[src/rtl/mem_bus_ctrl_if.sv]
// mem_bus_ctrl_if: core-side MEM_* request/response handshake bundle
//   exec/write/size/addr/data_out : request from core (master -> slave)
//   ready/data_in/data_ready      : status and read data back to core (slave -> master)
interface mem_bus_ctrl_if #(
    parameter int ADDR_W = 16,
    parameter int DATA_W = 16
);
    logic              exec;
    logic              write;
    logic [1:0]        size;
    logic [ADDR_W-1:0] addr;
    logic [DATA_W-1:0] data_out;
    logic              ready;
    logic [DATA_W-1:0] data_in;
    logic              data_ready;
    modport master (output exec, write, size, addr, data_out, input ready, data_in, data_ready);
    modport slave  (input exec, write, size, addr, data_out, output ready, data_in, data_ready);
endinterface

[src/rtl/mem_bus_ctrl.sv]
// mem_bus_ctrl: core memory/IO controller routing accesses to boot ROM, RAM or UART MMIO
//   i_clk, i_reset           : clock, synchronous active-high reset
//   mem (slave modport)      : core request/response handshake
//   o_ram_* / i_ram_data_out : RAM strobe, direction, size, address, write data, read data
//   o_rom_* / i_rom_data     : boot ROM strobe, byte address, read data
//   i_uart_rx_*              : received byte, buffered in an RX FIFO
//   i_uart_tx_ready, o_uart_tx_* : transmitter handshake
//   o_booting                : boot ROM overlay still active
//   Optional macro MEMBUS_TIMEOUT_EN: abort a TX write stalled for TIMEOUT cycles.
module mem_bus_ctrl #(
    parameter int ADDR_W    = 16,
    parameter int DATA_W    = 16,
    parameter int BOOT_SIZE = 'h64,
    parameter int MMIO_BASE = 'h400,
    parameter int RX_DEPTH  = 4,
    parameter int RAM_LAT   = 2,
    parameter int TIMEOUT   = 255
) (
    input  logic              i_clk,
    input  logic              i_reset,
    mem_bus_ctrl_if.slave     mem,
    output logic              o_ram_enable,
    output logic              o_ram_write,
    output logic [1:0]        o_ram_size,
    output logic [ADDR_W-1:0] o_ram_addr,
    output logic [DATA_W-1:0] o_ram_data_in,
    input  logic [DATA_W-1:0] i_ram_data_out,
    output logic              o_rom_enable,
    output logic [7:0]        o_rom_addr,
    input  logic [DATA_W-1:0] i_rom_data,
    input  logic              i_uart_rx_valid,
    input  logic [7:0]        i_uart_rx_byte,
    input  logic              i_uart_tx_ready,
    output logic              o_uart_tx_exec,
    output logic [7:0]        o_uart_tx_byte,
    output logic              o_booting
);
    localparam int PW    = $clog2(RX_DEPTH);
    localparam int CNT_W = $clog2((TIMEOUT > RAM_LAT ? TIMEOUT : RAM_LAT) + 1);
    typedef enum logic [2:0] {IDLE, MMIO_ACK, TX_WAIT, MEM_WAIT, MEM_DONE} state_t;
    state_t            r_state, w_next;
    logic              r_wr, r_rom, r_booting, r_ram_en, r_rom_en;
    logic              r_overrun, r_tx_err, r_tx_exec, r_data_ready;
    logic [1:0]        r_size, r_off;
    logic [ADDR_W-1:0] r_addr;
    logic [DATA_W-1:0] r_wdata, r_data_in;
    logic [CNT_W-1:0]  r_cnt;
    logic [7:0]        r_fifo [RX_DEPTH];
    logic [PW-1:0]     r_wp, r_rp;
    logic [PW:0]       r_count;
    logic              w_accept, w_mmio, w_rom, w_done, w_pop, w_push, w_tx_go, w_abort;
    logic              w_empty, w_full, w_ovr_set, w_ovr_clr, w_err_clr;
    logic [ADDR_W-1:0] w_off;
    logic [DATA_W-1:0] w_mmio_rd;
    assign w_accept = r_state == IDLE && mem.exec;
    assign w_off    = mem.addr - ADDR_W'(MMIO_BASE);
    assign w_mmio   = mem.addr >= ADDR_W'(MMIO_BASE) && w_off < ADDR_W'(4);
    assign w_rom    = !mem.write && r_booting && mem.addr < ADDR_W'(BOOT_SIZE);
    assign w_empty  = r_count == '0;
    assign w_full   = r_count == (PW+1)'(RX_DEPTH);
    // a full FIFO still accepts a byte when the head is popped in the same cycle
    assign w_push    = i_uart_rx_valid && (!w_full || w_pop);
    assign w_ovr_set = i_uart_rx_valid && w_full && !w_pop;
    assign w_ovr_clr = r_state == MMIO_ACK && !r_wr && r_off == 2'd1;
    assign w_err_clr = r_state == MMIO_ACK && !r_wr && r_off == 2'd2;
    assign w_mmio_rd = r_off == 2'd0 ? (w_empty ? '0 : DATA_W'(r_fifo[r_rp])) :
                       r_off == 2'd1 ? DATA_W'({r_count, r_overrun, !w_empty}) :
                       r_off == 2'd2 ? DATA_W'({r_tx_err, i_uart_tx_ready}) : DATA_W'(r_booting);
    always_ff @(posedge i_clk)
        r_state <= i_reset ? IDLE : w_next;
    always_comb begin
        w_next  = r_state;
        w_done  = 1'b0;
        w_pop   = 1'b0;
        w_tx_go = 1'b0;
        w_abort = 1'b0;
        case (r_state)
            IDLE:     if (mem.exec) w_next = w_mmio ? ((mem.write && w_off[1:0] == 2'd0) ? TX_WAIT : MMIO_ACK) : MEM_WAIT;
            MMIO_ACK: begin
                w_next = IDLE;
                w_done = 1'b1;
                w_pop  = !r_wr && r_off == 2'd0 && !w_empty;
            end
            TX_WAIT:  begin
                w_tx_go = i_uart_tx_ready;
`ifdef MEMBUS_TIMEOUT_EN
                w_abort = !i_uart_tx_ready && r_cnt == CNT_W'(TIMEOUT - 1);
`endif
                w_done  = w_tx_go || w_abort;
                w_next  = w_done ? IDLE : TX_WAIT;
            end
            MEM_WAIT: if (r_cnt == '0) w_next = MEM_DONE;
            MEM_DONE: begin
                w_next = IDLE;
                w_done = 1'b1;
            end
            default:  w_next = IDLE;
        endcase
    end
    always_ff @(posedge i_clk)
        if (w_push) r_fifo[r_wp] <= i_uart_rx_byte;
    always_ff @(posedge i_clk) begin
        if (i_reset) begin
            r_wr         <= 1'b0;
            r_rom        <= 1'b0;
            r_booting    <= 1'b1;
            r_ram_en     <= 1'b0;
            r_rom_en     <= 1'b0;
            r_overrun    <= 1'b0;
            r_tx_err     <= 1'b0;
            r_tx_exec    <= 1'b0;
            r_data_ready <= 1'b0;
            r_size       <= '0;
            r_off        <= '0;
            r_addr       <= '0;
            r_wdata      <= '0;
            r_data_in    <= '0;
            r_cnt        <= '0;
            r_wp         <= '0;
            r_rp         <= '0;
            r_count      <= '0;
        end else begin
            r_ram_en     <= w_accept && !w_mmio && !w_rom;
            r_rom_en     <= w_accept && !w_mmio && w_rom;
            r_data_ready <= w_done;
            r_tx_exec    <= w_tx_go;
            if (w_accept) begin
                r_wr    <= mem.write;
                r_addr  <= mem.addr;
                r_size  <= mem.size;
                r_wdata <= mem.data_out;
                r_off   <= w_off[1:0];
                r_rom   <= w_rom && !w_mmio;
                // MEM_WAIT counts down from RAM_LAT-1; TX_WAIT counts up from 0
                r_cnt   <= w_mmio ? '0 : CNT_W'(RAM_LAT - 1);
                if (!mem.write && !w_mmio && mem.addr >= ADDR_W'(BOOT_SIZE)) r_booting <= 1'b0;
            end else if (r_state == MEM_WAIT) begin
                r_cnt <= r_cnt - 1'b1;
            end else if (r_state == TX_WAIT) begin
                r_cnt <= r_cnt + 1'b1;
            end
            if (r_state == MMIO_ACK && !r_wr) r_data_in <= w_mmio_rd;
            if (r_state == MEM_DONE && !r_wr) r_data_in <= r_rom ? i_rom_data : i_ram_data_out;
            // a new overrun wins over a clearing status read in the same cycle
            r_overrun <= w_ovr_set || (r_overrun && !w_ovr_clr);
            r_tx_err  <= w_abort || (r_tx_err && !w_err_clr);
            if (w_push) r_wp <= r_wp + 1'b1;
            if (w_pop) r_rp <= r_rp + 1'b1;
            r_count <= r_count + (PW+1)'(w_push) - (PW+1)'(w_pop);
        end
    end
    assign mem.ready      = r_state == IDLE;
    assign mem.data_in    = r_data_in;
    assign mem.data_ready = r_data_ready;
    assign o_ram_enable   = r_ram_en;
    assign o_ram_write    = r_wr;
    assign o_ram_size     = r_size;
    assign o_ram_addr     = r_addr;
    assign o_ram_data_in  = r_wdata;
    assign o_rom_enable   = r_rom_en;
    assign o_rom_addr     = r_addr[7:0];
    assign o_uart_tx_exec = r_tx_exec;
    assign o_uart_tx_byte = r_wdata[7:0];
    assign o_booting      = r_booting;
endmodule
[src/flat_wrapper.sv]
// flat-port wrapper written by rule: the top's interface ports become plain ports
module mem_bus_ctrl_flat 
#(
    parameter int ADDR_W    = 16,
    parameter int DATA_W    = 16,
    parameter int BOOT_SIZE = 'h64,
    parameter int MMIO_BASE = 'h400,
    parameter int RX_DEPTH  = 4,
    parameter int RAM_LAT   = 2,
    parameter int TIMEOUT   = 255
)
  (i_clk, i_reset, o_ram_enable, o_ram_write, o_ram_size, o_ram_addr, o_ram_data_in, i_ram_data_out, o_rom_enable, o_rom_addr, i_rom_data, i_uart_rx_valid, i_uart_rx_byte, i_uart_tx_ready, o_uart_tx_exec, o_uart_tx_byte, o_booting, mem_exec, mem_write, mem_size, mem_addr, mem_data_out, mem_ready, mem_data_in, mem_data_ready);
  mem_bus_ctrl_if #(.ADDR_W(ADDR_W), .DATA_W(DATA_W)) mem_i ();
  input  logic i_clk;
  input  logic i_reset;
  output logic o_ram_enable;
  output logic o_ram_write;
  output logic [1:0] o_ram_size;
  output logic [ADDR_W-1:0] o_ram_addr;
  output logic [DATA_W-1:0] o_ram_data_in;
  input  logic [DATA_W-1:0] i_ram_data_out;
  output logic o_rom_enable;
  output logic [7:0] o_rom_addr;
  input  logic [DATA_W-1:0] i_rom_data;
  input  logic i_uart_rx_valid;
  input  logic [7:0] i_uart_rx_byte;
  input  logic i_uart_tx_ready;
  output logic o_uart_tx_exec;
  output logic [7:0] o_uart_tx_byte;
  output logic o_booting;
  input wire logic [$bits(mem_i.exec)-1:0] mem_exec;
  input wire logic [$bits(mem_i.write)-1:0] mem_write;
  input wire logic [$bits(mem_i.size)-1:0] mem_size;
  input wire logic [$bits(mem_i.addr)-1:0] mem_addr;
  input wire logic [$bits(mem_i.data_out)-1:0] mem_data_out;
  output wire logic [$bits(mem_i.ready)-1:0] mem_ready;
  output wire logic [$bits(mem_i.data_in)-1:0] mem_data_in;
  output wire logic [$bits(mem_i.data_ready)-1:0] mem_data_ready;
  assign mem_i.exec = mem_exec;
  assign mem_i.write = mem_write;
  assign mem_i.size = mem_size;
  assign mem_i.addr = mem_addr;
  assign mem_i.data_out = mem_data_out;
  assign mem_ready = mem_i.ready;
  assign mem_data_in = mem_i.data_in;
  assign mem_data_ready = mem_i.data_ready;
  mem_bus_ctrl #(.ADDR_W(ADDR_W), .DATA_W(DATA_W), .BOOT_SIZE(BOOT_SIZE), .MMIO_BASE(MMIO_BASE), .RX_DEPTH(RX_DEPTH), .RAM_LAT(RAM_LAT), .TIMEOUT(TIMEOUT)) u_core (.i_clk(i_clk), .i_reset(i_reset), .mem(mem_i), .o_ram_enable(o_ram_enable), .o_ram_write(o_ram_write), .o_ram_size(o_ram_size), .o_ram_addr(o_ram_addr), .o_ram_data_in(o_ram_data_in), .i_ram_data_out(i_ram_data_out), .o_rom_enable(o_rom_enable), .o_rom_addr(o_rom_addr), .i_rom_data(i_rom_data), .i_uart_rx_valid(i_uart_rx_valid), .i_uart_rx_byte(i_uart_rx_byte), .i_uart_tx_ready(i_uart_tx_ready), .o_uart_tx_exec(o_uart_tx_exec), .o_uart_tx_byte(o_uart_tx_byte), .o_booting(o_booting));
endmodule
[config.mk]
export PLATFORM = sky130hd
export DESIGN_NAME = mem_bus_ctrl_flat
export DESIGN_NICKNAME = d
export VERILOG_FILES = /design/src/rtl/mem_bus_ctrl_if.sv /design/src/rtl/mem_bus_ctrl.sv /design/src/flat_wrapper.sv
export SDC_FILE = /design/constraint.sdc
export NUM_CORES = 1
export LEC_CHECK = 0
export ABC_AREA = 1
export CORE_ASPECT_RATIO = 0.7
export CORE_MARGIN = 2
export CORE_UTILIZATION = 45
export CTS_CLUSTER_DIAMETER = 60
export DETAILED_ROUTE_END_ITERATION = 8
export DONT_BUFFER_PORTS = 1
export MAX_ROUTING_LAYER = met4
export PLACE_DENSITY_LB_ADDON = 0.25
export SLEW_MARGIN = 15
export SYNTH_ARGS = -nofsm -noshare
export SYNTH_HDL_FRONTEND = slang
export SYNTH_SLANG_ARGS = --single-unit
[constraint.sdc]
create_clock -name i_clk -period 6.7 [get_ports i_clk]
set_clock_uncertainty 0.2 [all_clocks]
set_input_delay 1.005 -clock i_clk [delete_from_list [all_inputs] [get_ports i_clk]]
set_output_delay 1.005 -clock i_clk [all_outputs]
set_load 0.02 [all_outputs]
==> flow_metrics.env, run 1 <==
export IMPL_finalCritPeriodShare=0.4074
export IMPL_synth_top_cell_area_share=0.2988
export IMPL_viasPerCell=5.141
export IMPL_clock_latency_ps=350
export IMPL_cts_setup_buffers=0
export IMPL_ys_types=38
export IMPL_final_setup_tns_ps=0
export IMPL_start_util=0.4562
export IMPL_yosys_warnings=0
export IMPL_syn_inst=665
export IMPL_power_leakage_nw=2.332
export IMPL_utilization=0.4789
export IMPL_worst_slew_pin_slew_ps=856.0
export IMPL_outcome="complete, no violations"
export IMPL_syn_num_nets=759
export IMPL_n_antenna_cell=0
export IMPL_start_kind="register"
export IMPL_slowest_stage="dfxtp_1"
export IMPL_drtAntennaViolNets=0
export IMPL_finalSetupViolations=0
export IMPL_setup_ws_ps=3970
export IMPL_dp_cells=783
export IMPL_synth_edf_count=32
export IMPL_postCtsHoldBufs=0
export IMPL_cp_arrival_ps=2810
export IMPL_numCtsBuffers=9
export IMPL_p_per_area_mw_per_mm2=307.6
export IMPL_placementRows=33
export IMPL_wl_per_cell_um=15.19
export IMPL_relSlewSlack=0.4272
export IMPL_ctsHtreeMaxLevel=3
export IMPL_dr_wl_met2_um=5149
export IMPL_grt_max_degree=50
export IMPL_overflow=0
export IMPL_worstPathMaxFanout=7
export IMPL_first_pass_iters=5
export IMPL_ir_drop_mv=0.1761
export IMPL_syn_area_per_cell_um2=7.959
export IMPL_highest_layer="met4"
export IMPL_dp_hpwl_um=8837
export IMPL_cap_violations=0
export IMPL_multi_input_area_mm2=0.002253
export IMPL_synth_seq_cells=111
export IMPL_crit_type="register to register"
export IMPL_grt_antenna_before_repair=0
export IMPL_totalWireLength_um=12130
export IMPL_synthToLayoutAreaGrowth_pct=4.988
export IMPL_drt_met1_wl_um=5459
export IMPL_ys_flop_type="dfxtp_1"
export IMPL_dieHeight_um=94.74
export IMPL_grtUsageTotal=0.1981
export IMPL_cp_slowest_stage_delay_ps=750
export IMPL_crit_required_ps=6780
export IMPL_synth_top_area_cell="dfxtp_1"
export IMPL_path_cells="nor2_1 > nand2_2 > nor2_2 > ha_1 > inv_1 > ha_1 > inv_1 > fa_1 > xor2_1 > o21ai_0 > a21oi_1"
export IMPL_final_net_count=731
export IMPL_syn_area_mm2=0.005293
export IMPL_ctsRootBufferMaster="clkbuf_16"
export IMPL_yosysMostFrequentCell="nor2_1"
export IMPL_hp_class="register to register"
export IMPL_cts_tree="done"
export IMPL_clkSinkCount=111
export IMPL_seqCellArea_mm2=0.002542
export IMPL_fill_cells=1117
export IMPL_port_buffers=0
export IMPL_grt_pass1_vias=3907
export IMPL_yosysSeqAreaShare=0.4804
export IMPL_met3_wirelength_um=1359
export IMPL_place_congestion=0.8042
export IMPL_cts_path_max_buffers=2
export IMPL_post_route_min_period_ps=2730
export IMPL_slew_violations=0
export IMPL_path_clk_slew_ps=80
export IMPL_cp_top_family="adder cells"
export IMPL_drive_gt1_frac=0.09813
export IMPL_drt_iter0_markers=320
export IMPL_synthTopCellsByArea="dfxtp_1 (30%), edfxtp_1 (18%), nor2_1 (9.3%)"
export IMPL_floorplan_die_area_mm2=0.01266
export IMPL_dp_slack_ps=3930
export IMPL_rsz0062_at_grt="false"
export IMPL_fmax_mhz=366.3
export IMPL_postCtsResizedCells=0
export IMPL_drc=0
export IMPL_end_kind="register"
export IMPL_core_area_mm2=0.01160
export IMPL_die_width_um=133.6
export IMPL_fin_cells=799
export IMPL_hold_viol_final=0
export IMPL_grt_pass1_wl_um=18930
export IMPL_vias=4108
export IMPL_io_pins=153
export IMPL_async_flop_share=0
export IMPL_ys_top_cells_by_count="nor2_1 (131), nand2_1 (130), dfxtp_1 (79)"
export IMPL_critical_path_buf_inv_count=2
## registers in the layout, summed over array words and instances (netlist names), 2 cells and up, named ones only
register	count
u_core.r_fifo	32
u_core.mem.data_in	16
u_core.o_ram_addr	16
u_core.o_ram_data_in	16
u_core.r_cnt	8
u_core.r_count	3
u_core.r_state	3
u_core.o_ram_size	2
u_core.r_rp	2
u_core.r_wp	2
## placed cells by master, fill, tap and decap left out, types with 13 or more instances in the layout
cell,synthesis,routed
a21oi_1,26,26
a21oi_2,13,13
dfxtp_1,79,79
edfxtp_1,32,32
inv_1,48,48
nand2_1,130,130
nand3_1,28,28
nor2_1,131,131
o21ai_0,56,56
o21ai_1,16,16
## metrics by stage
stage	area [um2]	hold WS (ps)	power [W]
after floorplan	5293	228.5	0.001105
after global placement	5233	237.7	0.001141
after detailed placement	5233	243.1	0.001151
after CTS	5557	255.8	0.001725
after global routing	5557	281.7	0.001799
final	5557	255.5	0.001709
## report_power, final
part           leakage, nW  switching [W]  internal (W)
registers            0.941       0.000106      0.000760
logic                 1.23       0.000180     0.0000884
clock network        0.161       0.000256      0.000318
total                 2.33       0.000542       0.00117
## logic make-up (layout without fill, tap and decap cells)
logic type      count (synthesis)  count (layout)  share of synthesized area
compound gates                116             116                     0.1210
xor+xnor                        1               1                   0.001655
fa+ha+maj                      14              14                    0.03593
buf+inv                        98              75                    0.09385
flops                         111             111                     0.4804
simple gates                  325             325                     0.2671
## worst min-delay path, cell delays in order (launching register included)
cell and delay (ps):
dfxtp_1 310, o21ai_0 70, nor2_1 40
## layout make-up
| type | count | area share |
|---|---|---|
| Sequential cell | 111 | 0.4576 |
| Clock inverter | 6 | 0.01329 |
| Multi-Input combinational cell | 456 | 0.4055 |
| Tap cell | 157 | 0.03535 |
| Clock buffer | 10 | 0.04503 |
| Inverter | 58 | 0.04188 |
| Timing Repair Buffer | 1 | 0.001351 |
## per-layer routing
layer  global-route usage  up-vias
li1                     -     2072
met1               0.2487     1847
met2               0.3063      174
met3              0.07139       15
met4              0.05142        0
met5                    -        -
## worst paths after layout
kind,from,endpoint,slack [ps],cells past startpoint
worst max register to register,u_core.o_ram_addr[1],u_core.r_count[2],3970,11
worst max-delay path,u_core.o_ram_addr[1],u_core.r_count[2],3970,11
worst min register to register,u_core.r_tx_err,u_core.r_tx_err,260,2
worst min-delay path,u_core.r_tx_err,u_core.r_tx_err,260,2
Power figures use the tool's default switching activity.
==> run 2: changes to the inputs <==
clock period = 2.6 ns   (was 6.7 ns; I/O delays follow)
==> run 2 against run 1 <==
Net effect:
- maximum frequency is 13% higher
- critical path depth grew 1
- sequential power grew to 2.6 times the previous value
- via count is 4.6% higher
- first-iteration DRC count decreased by 18%
- cell count increased by 6.3%
- worst hold slack got worse by 250 ps
- sequential share of layout area shrank 3.3 points
- largest power group unchanged
==> flow_metrics.env, run 2 (synthesis gave the netlist of run 1 again) <==
export IMPL_cp_arrival_ps=2460
export IMPL_relSlewSlack=0.2601
export IMPL_drive_gt1_frac=0.1084
export IMPL_overflow=0
export IMPL_numCtsBuffers=9
export IMPL_cts_tree="done"
export IMPL_finalSetupViolations=0
export IMPL_grt_antenna_before_repair=0
export IMPL_post_route_min_period_ps=2423
export IMPL_wl_per_cell_um=14.81
export IMPL_start_kind="register"
export IMPL_crit_start="u_core.r_count[1]"
export IMPL_cts_setup_buffers=0
export IMPL_end_kind="register"
export IMPL_cp_top_family="adder cells"
export IMPL_core_area_mm2=0.01160
export IMPL_grt_pass1_vias=4089
export IMPL_cp_num_cells=12
export IMPL_ctsRootBufferMaster="clkbuf_16"
export IMPL_mostFrequentLayoutCells="nor2_1 (131), nand2_1 (130), dfxtp_1 (78), o21ai_0 (56), inv_1 (48)"
export IMPL_worst_slew_pin_slew_ps=1106
export IMPL_path_clk_slew_ps=70
export IMPL_min_from="mem_data_out[14]"
export IMPL_p_per_area_mw_per_mm2=716.2
export IMPL_top_register="u_core.r_fifo"
export IMPL_final_common_cell="nor2_1"
export IMPL_critical_path_buf_inv_count=2
export IMPL_grt_max_degree=39
export IMPL_totalWireLength_um=12570
export IMPL_r2r_start="u_core.r_count[1]"
export IMPL_hold_depth=2
export IMPL_floorplan_die_area_mm2=0.01266
export IMPL_ir_drop_mv=0.3724
export IMPL_path_cells="nor2_1 > nand2_1 > nand2_2 > nor2_4 > ha_1 > inv_1 > ha_1 > inv_1 > fa_1 > xor2_2 > o21ai_0 > a21oi_1"
export IMPL_ctsHtreeMaxLevel=3
export IMPL_outcome="complete, no violations"
export IMPL_place_area_mm2=0.005315
export IMPL_grtUsageTotal=0.2046
export IMPL_final_setup_tns_ps=0
export IMPL_clkSinkCount=111
export IMPL_r2r_cells=12
export IMPL_cp_slowest_stage_delay_ps=410
export IMPL_drtAntennaViolNets=0
export IMPL_drc=0
export IMPL_viasPerCell=5.060
export IMPL_synthToLayoutAreaGrowth_pct=13.19
export IMPL_final_net_count=781
export IMPL_fmax_mhz=412.8
export IMPL_first_pass_iters=5
export IMPL_io_pins=153
export IMPL_crit_required_ps=2640
export IMPL_n_antenna_cell=0
export IMPL_place_congestion=0.8529
export IMPL_drt_iter0_markers=261
export IMPL_crit_type="register to register"
export IMPL_finalCritPeriodShare=0.9318
export IMPL_dp_hpwl_um=8858
export IMPL_cts_path_max_buffers=2
export IMPL_dieHeight_um=94.74
export IMPL_largest_reg_flops=32
export IMPL_hold_slack_ps=2.845
export IMPL_placementRows=33
export IMPL_cap_violations=0
export IMPL_grt_pass1_wl_um=19650
export IMPL_hold_viol_final=0
export IMPL_hp_class="input port to register"
export IMPL_port_buffers=0
export IMPL_worstPathMaxFanout=5
export IMPL_start_util=0.4562
export IMPL_die_width_um=133.6
export IMPL_power_leakage_nw=2.525
export IMPL_dp_cells=794
export IMPL_utilization=0.5163
export IMPL_slowest_stage="fa_1"
export IMPL_fin_cells=849
export IMPL_clock_latency_ps=350
export IMPL_slew_violations=0
export IMPL_final_area_mm2=0.005991
export IMPL_vias=4296
-- run 2: metrics by stage --
stage | total power (W) | worst slack [ps]
2_1_floorplan | 0.002847 | 269.4
3_3_place_gp | 0.002960 | 217.1
3_5_place_dp | 0.002986 | 141.3
4_1_cts | 0.004295 | 124.0
5_1_grt | 0.004532 | -23.29
6_report | 0.004290 | 177.4
-- run 2: cell type report --
type,count,area [um2]
inverters,58,232.7
multi-input cells,456,2266
well taps,157,196.4
repair buffers,51,480.5
clock inverters,5,35.03
fillers,1128,5612
clock buffers,11,234.0
flip-flops and latches,111,2546
-- run 2: path summary, 6_finish.rpt --
check / to / slack [ps]
worst max-delay path: u_core.r_count[2] / 180
worst max register to register: u_core.r_count[2] / 180
worst min-delay path: u_core.o_ram_data_in[14] / 3
worst min register to register: u_core.r_tx_err / 260
-- run 2: where the power goes --
part	total (W)	switching [W]	leakage, nW	internal, W
combinational	0.000809	0.000514	1.45	0.000295
sequential	0.00222	0.000257	0.942	0.00196
clock	0.00126	0.000606	0.133	0.000656
total	0.00429	0.00138	2.53	0.00291
-- run 2: timing repair --
item / 4_1_cts / 5_1_grt
setup endpoints to repair: 0 / 1
resized for setup: 0 / 4
endpoints found under the hold margin: 84 / 0
hold buffers: 39 / 0
-- run 2: metal layers --
metal	part of all wire	track usage	vias to the layer above
met5	0	-	-
met4	0.010	0.04167	0
met3	0.084	0.06710	10
met2	0.46	0.3308	166
met1	0.45	0.2537	1948
li1	-	-	2172
-- run 2: worst register-to-register path: cells and delay by family, from the launching register on --
family                   cells  cell delay, ps
adder cells (fa/ha/maj)      3             820
AND/OR/NAND/NOR              4             420
flip-flops                   1             380
AO/OA/AOI/OAI                2             210
XOR/XNOR                     1             180
buffers and inverters        2             110
==> run 3: changes to the inputs <==
REMOVE_ABC_BUFFERS = 1   (was unset)
SKIP_LAST_GASP = 1   (was unset)
==> run 3 against run 2 <==
Net effect:
- global-route usage rose by 0.65 points
- sequential power hardly changed
- count of clock-buffer cells in the layout decreased by 1
- maximum frequency is 4.3% lower
- worst setup slack worse by 110 ps
- power rose by 2.2%
- flip-flop and latch count unchanged
- die area did not move
- utilization rose by 0.42 points
==> flow_metrics.env, run 3 (synthesis gave the netlist of run 1 again) <==
export IMPL_grt_antenna_before_repair=1
export IMPL_core_area_mm2=0.01160
export IMPL_numCtsBuffers=9
export IMPL_top_register="u_core.r_fifo"
export IMPL_worst_slew_pin_slew_ps=1163
export IMPL_ctsRootBufferMaster="clkbuf_16"
export IMPL_first_pass_iters=4
export IMPL_path_clk_slew_ps=70
export IMPL_dp_hpwl_um=8784
export IMPL_cp_arrival_ps=2560
export IMPL_n_antenna_cell=0
export IMPL_met3_wirelength_um=971
export IMPL_placementRows=33
export IMPL_largest_reg_flops=32
export IMPL_start_kind="register"
export IMPL_grt_max_degree=41
export IMPL_dr_wl_met2_um=5714
export IMPL_relSlewSlack=0.2219
export IMPL_mostFrequentLayoutCells="nor2_1 (131), nand2_1 (129), dfxtp_1 (78), o21ai_0 (55), inv_1 (48)"
export IMPL_p_per_area_mw_per_mm2=726.0
export IMPL_final_common_cell="nor2_1"
export IMPL_die_width_um=133.6
export IMPL_crit_type="register to register"
export IMPL_place_congestion=0.8179
export IMPL_ctsHtreeMaxLevel=3
export IMPL_vias=4333
export IMPL_cts_path_max_buffers=2
export IMPL_drive_gt1_frac=0.1108
export IMPL_final_net_count=784
export IMPL_ir_drop_mv=0.3379
export IMPL_fmax_mhz=395.1
export IMPL_floorplan_die_area_mm2=0.01266
export IMPL_drc=0
export IMPL_viasPerCell=5.086
export IMPL_place_area_mm2=0.005323
export IMPL_port_buffers=0
export IMPL_highest_layer="met4"
export IMPL_drtAntennaViolNets=0
export IMPL_hold_slack_ps=14.69
export IMPL_worstPathMaxFanout=5
export IMPL_grt_pass1_wl_um=20300
export IMPL_clkSinkCount=111
export IMPL_overflow=0
export IMPL_hp_class="input port to register"
export IMPL_cap_violations=0
export IMPL_clock_latency_ps=350
export IMPL_finalCritPeriodShare=0.9734
export IMPL_wl_per_cell_um=14.97
export IMPL_grtUsageTotal=0.2110
export IMPL_io_pins=153
export IMPL_power_leakage_nw=2.550
export IMPL_outcome="complete, no violations"
export IMPL_drt_met1_wl_um=5921
export IMPL_dieHeight_um=94.74
export IMPL_crit_required_ps=2630
export IMPL_finalSetupViolations=0
export IMPL_grt_pass1_vias=4090
export IMPL_post_route_min_period_ps=2531
export IMPL_hold_viol_final=0
export IMPL_cts_tree="done"
export IMPL_end_kind="register"
export IMPL_final_area_mm2=0.006040
export IMPL_slew_violations=0
export IMPL_totalWireLength_um=12760
export IMPL_drt_iter0_markers=248
export IMPL_synthToLayoutAreaGrowth_pct=14.11
export IMPL_start_util=0.4562
export IMPL_reg2reg_slack_ps=70
[run 3: what timing repair did]
item | in CTS | in global routing
setup buffers | 0 | 0
endpoints found under the setup margin | 1 | 1
resized for setup | 1 | 6
endpoints found under the hold margin | 85 | 1
hold buffers | 40 | 1
[run 3: per-stage QoR]
stage / power, W / setup TNS (ps) / instances / setup slack, ps / util
final: 0.004385 / 0 / 852 / 69.20 / 0.5205
after global routing: 0.004624 / -10.95 / 852 / -10.95 / 0.5205
after CTS: 0.004382 / 0 / 851 / 62.44 / 0.5177
after detailed placement: 0.003001 / 0 / 795 / 18.60 / 0.4588
after global placement: 0.002967 / 0 / 795 / 214.8 / 0.4588
after floorplan: 0.002777 / 0 / 625 / 123.0 / -
[run 3: power breakdown]
part / internal [W] / switching [W] / total (W)
Sequential: 0.00196 / 0.000254 / 0.00222
Combinational: 0.000304 / 0.000544 / 0.000848
Clock: 0.000667 / 0.000654 / 0.00132
[run 3: final timing paths]
| check | start | end | cells past startpoint |
|---|---|---|---|
| min | i_uart_tx_ready | u_core.o_uart_tx_exec | 2 |
| min reg2reg | u_core.r_tx_err | u_core.r_tx_err | 2 |
| max | u_core.r_count[1] | u_core.r_count[2] | 12 |
| max reg2reg | u_core.r_count[1] | u_core.r_count[2] | 12 |
[run 3: critical path, stage by stage (launching register included)]
cell and delay (ps):
dfxtp_4 370, nor2_1 190, nand2_2 120, nand2_4 130, nor2_4 60, ha_1 290
inv_1 70, ha_1 130, inv_1 50, fa_1 400, xor2_2 180, o21ai_1 160
a21oi_1 70
[run 3: layout make-up]
type,count,area (um2)
Multi-Input combinational cell,456,2273
Clock buffer,10,229.0
Timing Repair Buffer,54,508.0
Tap cell,157,196.4
Inverter,58,232.7
Clock inverter,6,53.80
Fill cell,1047,5563
Sequential cell,111,2546
[run 3: routing by layer]
metal | global-route usage | vias up
li1 | - | 2180
met1 | 0.2737 | 1977
met5 | - | -
met3 | 0.05529 | 15
met2 | 0.3308 | 161
met4 | 0.05585 | 0
